===== src/rtl/button_event_scheduler_pkg.sv =====
`default_nettype none
// -----------------------------------------------------------------------------
// btn_pkg: shared types and helpers for the button event scheduler.  Rev 1.0
// -----------------------------------------------------------------------------
package btn_pkg;

  typedef enum logic [1:0] {
    IDLE   = 2'd0,
    HOLD   = 2'd1,
    REPEAT = 2'd2
  } chan_state_t;

  // Event-id width for a given channel count (channel count is always >= 2).
  function automatic int id_w(input int n);
    return (n > 1) ? $clog2(n) : 1;
  endfunction

endpackage
`default_nettype wire


===== src/rtl/button_event_scheduler_if.sv =====
`default_nettype none
// -----------------------------------------------------------------------------
// button_event_scheduler_if: valid/ready event port toward the control unit. Rev 1.0
// -----------------------------------------------------------------------------
interface button_event_scheduler_if #(
  parameter int ID_W = 2
);
  logic            evt_valid;
  logic            evt_ready;
  logic [ID_W-1:0] evt_id;
  logic            evt_repeat;

  modport master (
    output evt_valid,
    output evt_id,
    output evt_repeat,
    input  evt_ready
  );

  modport slave (
    input  evt_valid,
    input  evt_id,
    input  evt_repeat,
    output evt_ready
  );
endinterface
`default_nettype wire


===== src/rtl/button_event_scheduler_channel.sv =====
`default_nettype none
// -----------------------------------------------------------------------------
// btn_channel: per-button sync, debounce, hold/repeat FSM and pending slot. Rev 1.0
// -----------------------------------------------------------------------------
module btn_channel
  import btn_pkg::*;
#(
  parameter int DEB_N  = 2_000_000,
  parameter int DEB_W  = 21,
  parameter int HOLD_N = 50_000_000,
  parameter int REP_N  = 10_000_000,
  parameter int HOLD_W = 26
) (
  input  logic clk,
  input  logic rst,
  input  logic btn_raw_i,
  input  logic grant_i,
  output logic btn_level_o,
  output logic pend_o,
  output logic pend_rep_o
);

  logic              sync1_q, sync2_q;
  logic [DEB_W-1:0]  deb_cnt_q, deb_cnt_d;
  logic              level_q, level_d;
  chan_state_t       state_q, state_d;
  logic [HOLD_W-1:0] hold_cnt_q, hold_cnt_d;
  logic              pend_q, pend_d;
  logic              pend_rep_q, pend_rep_d;
  logic              post, post_rep;

  always_ff @(posedge clk or posedge rst) begin
    if (rst) begin
      sync1_q    <= 1'b0;
      sync2_q    <= 1'b0;
      deb_cnt_q  <= '0;
      level_q    <= 1'b0;
      state_q    <= IDLE;
      hold_cnt_q <= '0;
      pend_q     <= 1'b0;
      pend_rep_q <= 1'b0;
    end else begin
      sync1_q    <= btn_raw_i;
      sync2_q    <= sync1_q;
      deb_cnt_q  <= deb_cnt_d;
      level_q    <= level_d;
      state_q    <= state_d;
      hold_cnt_q <= hold_cnt_d;
      pend_q     <= pend_d;
      pend_rep_q <= pend_rep_d;
    end
  end

  // Symmetric debounce: any sample agreeing with the current level restarts the count.
  always_comb begin
    deb_cnt_d = deb_cnt_q;
    level_d   = level_q;
    if (sync2_q == level_q) begin
      deb_cnt_d = '0;
    end else if (deb_cnt_q == DEB_W'(DEB_N - 1)) begin
      level_d   = sync2_q;
      deb_cnt_d = '0;
    end else begin
      deb_cnt_d = deb_cnt_q + 1'b1;
    end
  end

  always_comb begin
    state_d    = state_q;
    hold_cnt_d = hold_cnt_q;
    post       = 1'b0;
    post_rep   = 1'b0;
    if (!level_q) begin
      state_d    = IDLE;
      hold_cnt_d = '0;
    end else begin
      case (state_q)
        IDLE: begin
          post       = 1'b1;
          hold_cnt_d = '0;
          state_d    = HOLD;
        end
        HOLD: begin
          if (hold_cnt_q == HOLD_W'(HOLD_N - 1)) begin
            post       = 1'b1;
            post_rep   = 1'b1;
            hold_cnt_d = '0;
            state_d    = REPEAT;
          end else begin
            hold_cnt_d = hold_cnt_q + 1'b1;
          end
        end
        REPEAT: begin
          if (hold_cnt_q == HOLD_W'(REP_N - 1)) begin
            post       = 1'b1;
            post_rep   = 1'b1;
            hold_cnt_d = '0;
          end else begin
            hold_cnt_d = hold_cnt_q + 1'b1;
          end
        end
        default: begin
          state_d    = IDLE;
          hold_cnt_d = '0;
        end
      endcase
    end
  end

  // A post into a slot being granted this cycle refills it; into a full slot it is lost.
  always_comb begin
    pend_d     = pend_q;
    pend_rep_d = pend_rep_q;
    if (grant_i) begin
      pend_d     = 1'b0;
      pend_rep_d = 1'b0;
    end
    if (post && (!pend_q || grant_i)) begin
      pend_d     = 1'b1;
      pend_rep_d = post_rep;
    end
  end

  assign btn_level_o = level_q;
  assign pend_o      = pend_q;
  assign pend_rep_o  = pend_rep_q;

endmodule
`default_nettype wire


===== src/rtl/button_event_scheduler.sv =====
`default_nettype none
// -----------------------------------------------------------------------------
// button_event_scheduler: debounced buttons to round-robin press/repeat events. Rev 1.0
// -----------------------------------------------------------------------------
module button_event_scheduler
  import btn_pkg::*;
#(
  parameter int NBTN   = 4,
  parameter int DEB_N  = 2_000_000,
  parameter int DEB_W  = 21,
  parameter int HOLD_N = 50_000_000,
  parameter int REP_N  = 10_000_000,
  parameter int HOLD_W = 26
) (
  input  logic                          clk,
  input  logic                          rst,
  input  logic [NBTN-1:0]               btn_raw_i,
  output logic [NBTN-1:0]               btn_level_o,
  button_event_scheduler_if.master      evt_if
);

  localparam int ID_W = id_w(NBTN);
  localparam logic [ID_W:0] NBTN_W = (ID_W + 1)'(NBTN);

  logic [NBTN-1:0] pend, pend_rep, grant_vec, rotated;
  logic            any_pend, load;
  logic [ID_W-1:0] sel_off, grant_id;
  logic [ID_W:0]   sum, nxt;

  logic            valid_q, valid_d;
  logic [ID_W-1:0] id_q, id_d;
  logic            rep_q, rep_d;
  logic [ID_W-1:0] rr_ptr_q, rr_ptr_d;

  for (genvar i = 0; i < NBTN; i++) begin : g_chan
    btn_channel #(
      .DEB_N  (DEB_N),
      .DEB_W  (DEB_W),
      .HOLD_N (HOLD_N),
      .REP_N  (REP_N),
      .HOLD_W (HOLD_W)
    ) u_chan (
      .clk         (clk),
      .rst         (rst),
      .btn_raw_i   (btn_raw_i[i]),
      .grant_i     (grant_vec[i]),
      .btn_level_o (btn_level_o[i]),
      .pend_o      (pend[i]),
      .pend_rep_o  (pend_rep[i])
    );
  end

  // Rotate so bit 0 is the channel at rr_ptr; the lowest set bit is then the winner.
  always_comb begin
    rotated  = NBTN'({pend, pend} >> rr_ptr_q);
    any_pend = |pend;
    sel_off  = '0;
    for (int k = NBTN - 1; k >= 0; k--) begin
      if (rotated[k]) sel_off = ID_W'(k);
    end
    sum = {1'b0, rr_ptr_q} + {1'b0, sel_off};
    if (sum >= NBTN_W) sum = sum - NBTN_W;
    grant_id = sum[ID_W-1:0];
    nxt = {1'b0, grant_id} + 1'b1;
    if (nxt == NBTN_W) nxt = '0;
  end

  assign load = !valid_q || evt_if.evt_ready;

  always_comb begin
    valid_d   = valid_q;
    id_d      = id_q;
    rep_d     = rep_q;
    rr_ptr_d  = rr_ptr_q;
    grant_vec = '0;
    if (load) begin
      valid_d = any_pend;
      if (any_pend) begin
        id_d                = grant_id;
        rep_d               = pend_rep[grant_id];
        grant_vec[grant_id] = 1'b1;
        rr_ptr_d            = nxt[ID_W-1:0];
      end
    end
  end

  always_ff @(posedge clk or posedge rst) begin
    if (rst) begin
      valid_q  <= 1'b0;
      id_q     <= '0;
      rep_q    <= 1'b0;
      rr_ptr_q <= '0;
    end else begin
      valid_q  <= valid_d;
      id_q     <= id_d;
      rep_q    <= rep_d;
      rr_ptr_q <= rr_ptr_d;
    end
  end

  assign evt_if.evt_valid  = valid_q;
  assign evt_if.evt_id     = id_q;
  assign evt_if.evt_repeat = rep_q;

endmodule
`default_nettype wire


===== src/flat_wrapper.sv =====
// flat-port wrapper written by rule: the top's interface ports become plain ports
module button_event_scheduler_flat import btn_pkg::*;
#(
  parameter int NBTN   = 4,
  parameter int DEB_N  = 2_000_000,
  parameter int DEB_W  = 21,
  parameter int HOLD_N = 50_000_000,
  parameter int REP_N  = 10_000_000,
  parameter int HOLD_W = 26
)
  (clk, rst, btn_raw_i, btn_level_o, evt_if_evt_valid, evt_if_evt_id, evt_if_evt_repeat, evt_if_evt_ready);
  button_event_scheduler_if #(.ID_W((2))) evt_if_i ();
  input  logic clk;
  input  logic rst;
  input  logic [NBTN-1:0] btn_raw_i;
  output logic [NBTN-1:0] btn_level_o;
  output wire logic [$bits(evt_if_i.evt_valid)-1:0] evt_if_evt_valid;
  output wire logic [$bits(evt_if_i.evt_id)-1:0] evt_if_evt_id;
  output wire logic [$bits(evt_if_i.evt_repeat)-1:0] evt_if_evt_repeat;
  input wire logic [$bits(evt_if_i.evt_ready)-1:0] evt_if_evt_ready;
  assign evt_if_evt_valid = evt_if_i.evt_valid;
  assign evt_if_evt_id = evt_if_i.evt_id;
  assign evt_if_evt_repeat = evt_if_i.evt_repeat;
  assign evt_if_i.evt_ready = evt_if_evt_ready;
  button_event_scheduler #(.NBTN(NBTN), .DEB_N(DEB_N), .DEB_W(DEB_W), .HOLD_N(HOLD_N), .REP_N(REP_N), .HOLD_W(HOLD_W)) u_core (.clk(clk), .rst(rst), .btn_raw_i(btn_raw_i), .btn_level_o(btn_level_o), .evt_if(evt_if_i));
endmodule

===== config.mk =====
export PLATFORM = sky130hd
export DESIGN_NAME = button_event_scheduler_flat
export DESIGN_NICKNAME = d
export VERILOG_FILES = /design/src/rtl/button_event_scheduler_pkg.sv /design/src/rtl/button_event_scheduler_if.sv /design/src/rtl/button_event_scheduler_channel.sv /design/src/rtl/button_event_scheduler.sv /design/src/flat_wrapper.sv
export SDC_FILE = /design/constraint.sdc
export NUM_CORES = 1
export LEC_CHECK = 0
export ABC_AREA = 1
export CAP_MARGIN = 20
export CORE_UTILIZATION = 50
export CTS_BUF_LIST = sky130_fd_sc_hd__clkbuf_8
export DETAILED_ROUTE_END_ITERATION = 7
export PLACE_DENSITY = 0.76
export SYNTH_ARGS = -nofsm -noshare
export SYNTH_HDL_FRONTEND = slang
export SYNTH_SLANG_ARGS = --single-unit

===== constraint.sdc =====
create_clock -name clk -period 9.9 [get_ports clk]
set_input_delay 2.97 -clock clk [delete_from_list [all_inputs] [get_ports clk]]
set_output_delay 2.97 -clock clk [all_outputs]
set_load 0.05 [all_outputs]

Yosys cells after proc, flatten, opt, wreduce, memory -nomap -nowiden
Index checks and enable logic that the tools add are counted.
{ "word_totals": {"reg_bits": 222, "latchBits": 0, "ramBits": 0, "rom_bits": 0, "inputBits": 7, "out_inout_bits": 8, "wordCells": 205, "n_memories": 0} }
{ "op_classes": {"n_addsub": 11, "n_mul": 0, "div": 0, "n_lt_le_gt_ge": 3, "n_eq_ne": 33, "n_shift": 1, "mux": 84, "n_bitwise": 4, "reduce_logical": 33} }
{ "ops": {"columns": ["op", "n"], "rows": [
  ["$mux W26", 12],
  ["$pmux W26 S2", 4],
  ["$mux W21", 8],
  ["$add A26 B1 Y26 const B", 4],
  ["$eq A26 B24 Y1 const B", 4],
  ["$eq A26 B26 Y1 const B", 4],
  ["$add A21 B1 Y21 const B", 4],
  ["$eq A21 B21 Y1 const B", 4],
  ["$mux W1", 30],
  ["$mux W2", 14],
  ["$pmux W2 S3", 4],
  ["$reduce_and A2 Y1", 9],
  ["$ne A3 B3 Y1 const B", 4],
  ["$pmux W1 S3", 4],
  ["$eq A2 B1 Y1 const B", 4],
  ["$eq A2 B2 Y1 const B", 4],
  ["$logic_not A2 Y1", 4],
  ["$mux W4", 2],
  ["$ne A2 B2 Y1 const B", 4],
  ["$pmux W1 S2", 4],
  ["$reduce_bool A2 Y1", 4],
  ["$shr A8 B2 Y4", 1],
  ["$logic_and A1 B1 Y1", 5],
  ["$logic_not A1 Y1", 5],
  ["13 further kinds", 23]
]} }

Depth between registers and ports, before layout
{ "depth": {"depth_word": 17, "ltp_mapped": 18, "mapped_depth_nobuf": 18} }

By module
A second synthesis with hierarchy kept.
{ "hier_totals": {"hier_cells": 1794, "area_unflattened_um2": 13332.8} }
{ "modules_own_cells": {"columns": ["mod", "n_inst", "cells_per_inst", "area_each_um2", "seq_area_each_um2"], "rows": [
  ["btn_channel", 4, 431, 3208.1, 1351.3],
  ["button_event_scheduler", 1, 70, 500.5, 150.1]
]} }

Worst setup path before layout
Ideal clock, no wire load.
{ "synth_timing": {"kind": "input to register", "start": "input port evt_if_evt_ready", "end": "register u_core.g_chan[3].u_chan.pend_rep_q", "setup_time_ns": 0.116, "arrival_time_ns": 3.780, "required_ns": 9.784, "setup_slack_ns": 6.003, "cell_stages": 9, "n_path_buf": 0, "cell_sequence": "nor2_1 -> inv_1 -> nand2_1 -> inv_1 -> nand2_1 -> nand2_1 -> and3b_1 -> nand3_1 -> nand2_1"} }
{ "synth_between": {"elab_chain_len": 5, "elab_cells_between_ends": 6, "classes_between": "2 x mux; 4 x reduce/logical"} }
{ "synth_rtl": {"columns": ["element", "line_no", "rtl"], "rows": [
  ["from (decl)", "flat_wrapper.sv:20", "input wire logic [$bits(evt_if_i.evt_ready)-1:0] evt_if_evt_ready;"],
  ["$logic_or A1 B1 Y1 (*)", "button_event_scheduler.sv:68", "assign load = !valid_q || evt_if.evt_ready;"],
  ["$mux W4 (*)", "button_event_scheduler.sv:76", "if (load) begin"],
  ["$logic_or A1 B1 Y1", "button_event_scheduler_channel.sv:118", "if (post && (!pend_q || grant_i)) begin"],
  ["$logic_and A1 B1 Y1", "button_event_scheduler_channel.sv:118", null],
  ["$mux W1 or $reduce_bool A2 Y1 (tied branches)", null, null],
  ["to (signal assigned)", "button_event_scheduler_channel.sv:50", "pend_rep_q <= pend_rep_d;"],
  ["to (decl)", "button_event_scheduler_channel.sv:29", "logic pend_rep_q, pend_rep_d;"]
]} }
Every way passes the cells marked *; elsewhere a longest branch is shown, timed or not.
A chain may end at the register's enable or synchronous reset.

Final worst setup path
{ "layout_timing": {"start": "register u_core.g_chan[3].u_chan.level_q", "end": "output port btn_level_o[3]"} }
{ "layout_rtl": {"columns": ["element", "line_no", "rtl"], "rows": [
  ["from (decl)", "button_event_scheduler_channel.sv:25", "logic level_q, level_d;"],
  ["from (signal assigned)", "button_event_scheduler_channel.sv:46", "level_q <= level_d;"],
  ["to (decl)", "flat_wrapper.sv:16", "output logic [NBTN-1:0] btn_level_o;"]
]} }
No word-level cell between the ends.

==> qor.csv <==
metric,value,unit
I/O pins,15,
Yosys reg bits,222,
Die Footprint,26500,sq um
wire per inst,13.1,um
drt first pass iters,5,
Mapped Cells,1702,
final core occ,0.562,
Post-DP HPWL,19800,um
"EDFF count, synth",0,
dominant synthesized flop cell,dfrtp_1,
worst-skew pair later-pin latency,550,ps
final clock skew,19.0,ps
syn_area_per_cell,7.60,sq um
Worst-path clk slew,60,ps
number of cell rows,58,
Final Wtd Congestion,0.928,
critical path type,reg2out,
Yosys Warn Count,0,
max incr delay on CP,920,ps
worst path cell trace,clkdlybuf4s50_1,
post-CTS sizing,0,
final period utilization,0.497,
initial antenna violation count,0,
syn_nets,1739,
Post CTS Setup Buffer Count,0,
Worst Path Buf+Inv,1,
Remaining DRCs,0,
overall routing resource usage,0.216,
Leak,5.94,nW
Power per Cell Area,148,nW/um^2
setup violators final,0,
Hold Crit Class,reg2reg,
routed vias,11100,
cell family with most CP delay,buffers and inverters,
Detail Route Antenna Nets,0,
share of layout cells above drive strength 1,0.0781,
drt via density,5.30,
largest net degree at the start of global routing,151,
"Slew Viols, Final",0,
slew of the pin with the lowest slew margin,897,ps
"Arr. time, crit path",1950,ps
clock buffer depth,3,
crit-path max FO,9,
min Tclk post-route,4920,ps
hold-fix buffer count after cts,0,
Max-cap violations,0,
async set or reset register ratio after synthesis,1.00,
sequential fraction of the synthesis area,0.429,
Area Growth Syn to Fin,9.76,%
clock root cell,clkbuf_8,
Post-layout nets,1775,
outcome,completed,
CTS sink cnt,222,
total CTS buffers,40,
post-synthesis instance area,12900,sq um
Starting Density,0.512,
element type at the critical path end,output port,
ANT cells,0,
Post-Place Cells,2025,
RSZ-0062 raised after global routing,false,
I/O Buffers,14,
total gr overflow,0,
Die H,163,um
Routed WL,27500,um
Synth cell types,47,
CP Data Required Time,6930,ps
Fmax achieved,203,MHz
Overall Power,0.00210,W
worst relative slew slack,0.402,
final-report hold violation count,0,
Initial DRC Count,801,
CP max-delay cell,clkdlybuf4s50_1,
Setup TNS,0,ps
first-pass GRT wire length,47900,um
core area,25300,sq um
number of global-route vias before repair,10500,
VDD IR max,0.114,mV
CP startpoint kind,flip-flop,
Final Non-Filler Cells,2097,
H-tree depth,2,
Horiz. Die Dim,163,um
CTS tree,built,
[state kept, by name, indices dropped and copies added (netlist names), 4 cells and up]
signal / cells
u_core.g_chan.u_chan.sync1_q: 4
u_core.g_chan.u_chan.sync2_q: 4
u_core.g_chan.u_chan.deb_cnt_q: 84
u_core.g_chan.u_chan.pend_rep_o: 4
u_core.g_chan.u_chan.pend_o: 4
u_core.g_chan.u_chan.btn_level_o: 4
u_core.g_chan.u_chan.state_q: 8
u_core.g_chan.u_chan.hold_cnt_q: 104
[synth_stat cells (2+ instances only)]
library cell / number / area (sq um)
ha_1: 30 / 375
o21bai_1: 3 / 22.5
a21oi_1: 55 / 275
xnor2_1: 14 / 123
nor4_1: 41 / 257
buf_4: 4 / 30.0
nor2_2: 20 / 125
inv_1: 228 / 856
o211ai_1: 2 / 15.0
nor3_2: 13 / 130
o21a_1: 3 / 22.5
a31oi_1: 9 / 56.3
xor2_1: 59 / 517
a21boi_0: 2 / 15.0
nand2_2: 12 / 75.1
dfrtp_1: 222 / 5560
buf_2: 8 / 40.0
inv_2: 5 / 18.8
nand4_1: 66 / 413
nand3b_1: 5 / 37.5
nor3_1: 109 / 546
or2_2: 7 / 43.8
buf_6: 9 / 101
mux2_2: 3 / 33.8
nor3b_1: 6 / 45.0
nor2_1: 266 / 998
o21ai_1: 3 / 15.0
nand3_2: 3 / 30.0
nand3_1: 92 / 460
nand2_1: 343 / 1290
o21ai_0: 37 / 185
nor2_4: 8 / 90.1
[power by group]
part / switching (W) / leakage, nW / internal (W) / total, W
logic: 0.000164 / 2.40 / 0.0000745 / 0.000238
registers: 0.0000230 / 3.06 / 0.000931 / 0.000954
clock network: 0.000387 / 0.480 / 0.000519 / 0.000906
total: 0.000574 / 5.94 / 0.00152 / 0.00210
[final timing paths]
| path | slack (ps) | start | cells past startpoint | end |
|---|---|---|---|---|
| min | 350 | u_core.g_chan[0].u_chan.sync1_q | 0 | u_core.g_chan[0].u_chan.sync2_q |
| max | 4980 | u_core.g_chan[3].u_chan.btn_level_o | 1 | btn_level_o[3] |
| min reg2reg | 350 | u_core.g_chan[0].u_chan.sync1_q | 0 | u_core.g_chan[0].u_chan.sync2_q |
| min in group asynchronous | 2750 | rst | 2 | u_core.g_chan[2].u_chan.deb_cnt_q[15] |
| max reg2reg | 7350 | u_core.rr_ptr_q[0] | 17 | u_core.g_chan[3].u_chan.pend_rep_o |
| max in group asynchronous | 6030 | rst | 3 | u_core.evt_if.evt_valid |
[per-layer routing]
layer	wire length (um)	global-route usage	vias up
li1	-	-	5620
met1	12800	0.299	5145
met2	12500	0.341	290
met3	1400	0.0346	58
met4	791	0.0790	0
met5	0	0	-
[final cells by class]
| cell class | count | area [sq um] |
|---|---|---|
| fill | 2308 | 11100 |
| clock inverter | 23 | 181 |
| multi-input combinational | 1225 | 6330 |
| tap | 330 | 413 |
| timing repair buffer | 16 | 175 |
| clock buffer | 48 | 661 |
| inverter | 233 | 882 |
| sequential | 222 | 5560 |
[cells in the final DEF (no fill, tap or decap), types with 3 or more instances in the layout]
cell | synthesis | layout
bufinv_16 | 0 | 3
nor4_1 | 41 | 41
nand3_2 | 3 | 3
nor2_1 | 266 | 266
a31oi_1 | 9 | 9
nor2_4 | 8 | 8
dfrtp_1 | 222 | 222
clkinv_2 | 0 | 6
clkdlybuf4s50_1 | 0 | 14
xnor2_1 | 14 | 14
nand2_1 | 343 | 343
nor2_2 | 20 | 20
inv_2 | 5 | 5
o21ai_0 | 37 | 37
clkbuf_8 | 0 | 48
or2_2 | 7 | 7
nand2_2 | 12 | 12
nor3b_1 | 6 | 6
mux2_2 | 3 | 3
nand3b_1 | 5 | 5
o21bai_1 | 3 | 3
a21oi_1 | 55 | 55
o21ai_1 | 3 | 3
nor3_1 | 109 | 109
nor3_2 | 13 | 13
nand4_1 | 66 | 66
nand3_1 | 92 | 92
inv_1 | 228 | 239
ha_1 | 30 | 30
xor2_1 | 59 | 59
o21a_1 | 3 | 3
[stage by stage]
stage	cell area (sq um)	worst slack [ps]	hold WS, ps
2_1_floorplan	12900	852	331
3_3_place_gp	13300	4690	332
3_5_place_dp	13300	4670	336
4_1_cts	14200	4940	349
5_1_grt	14200	4910	359
6_report	14200	4980	350
[kinds of logic (layout without fill, tap and decap cells)]
family	Yosys count	after routing	synth area share
adder cells (fa/ha/maj)	30	30	0.0290
AO/OA/AOI/OAI	118	118	0.0495
flip-flops	222	222	0.429
buffers and inverters	255	320	0.0811
multiplexers	4	4	0.00338
AND/OR/NAND/NOR	1000	1000	0.358
XOR/XNOR	73	73	0.0494
Power figures use the tool's default switching activity.
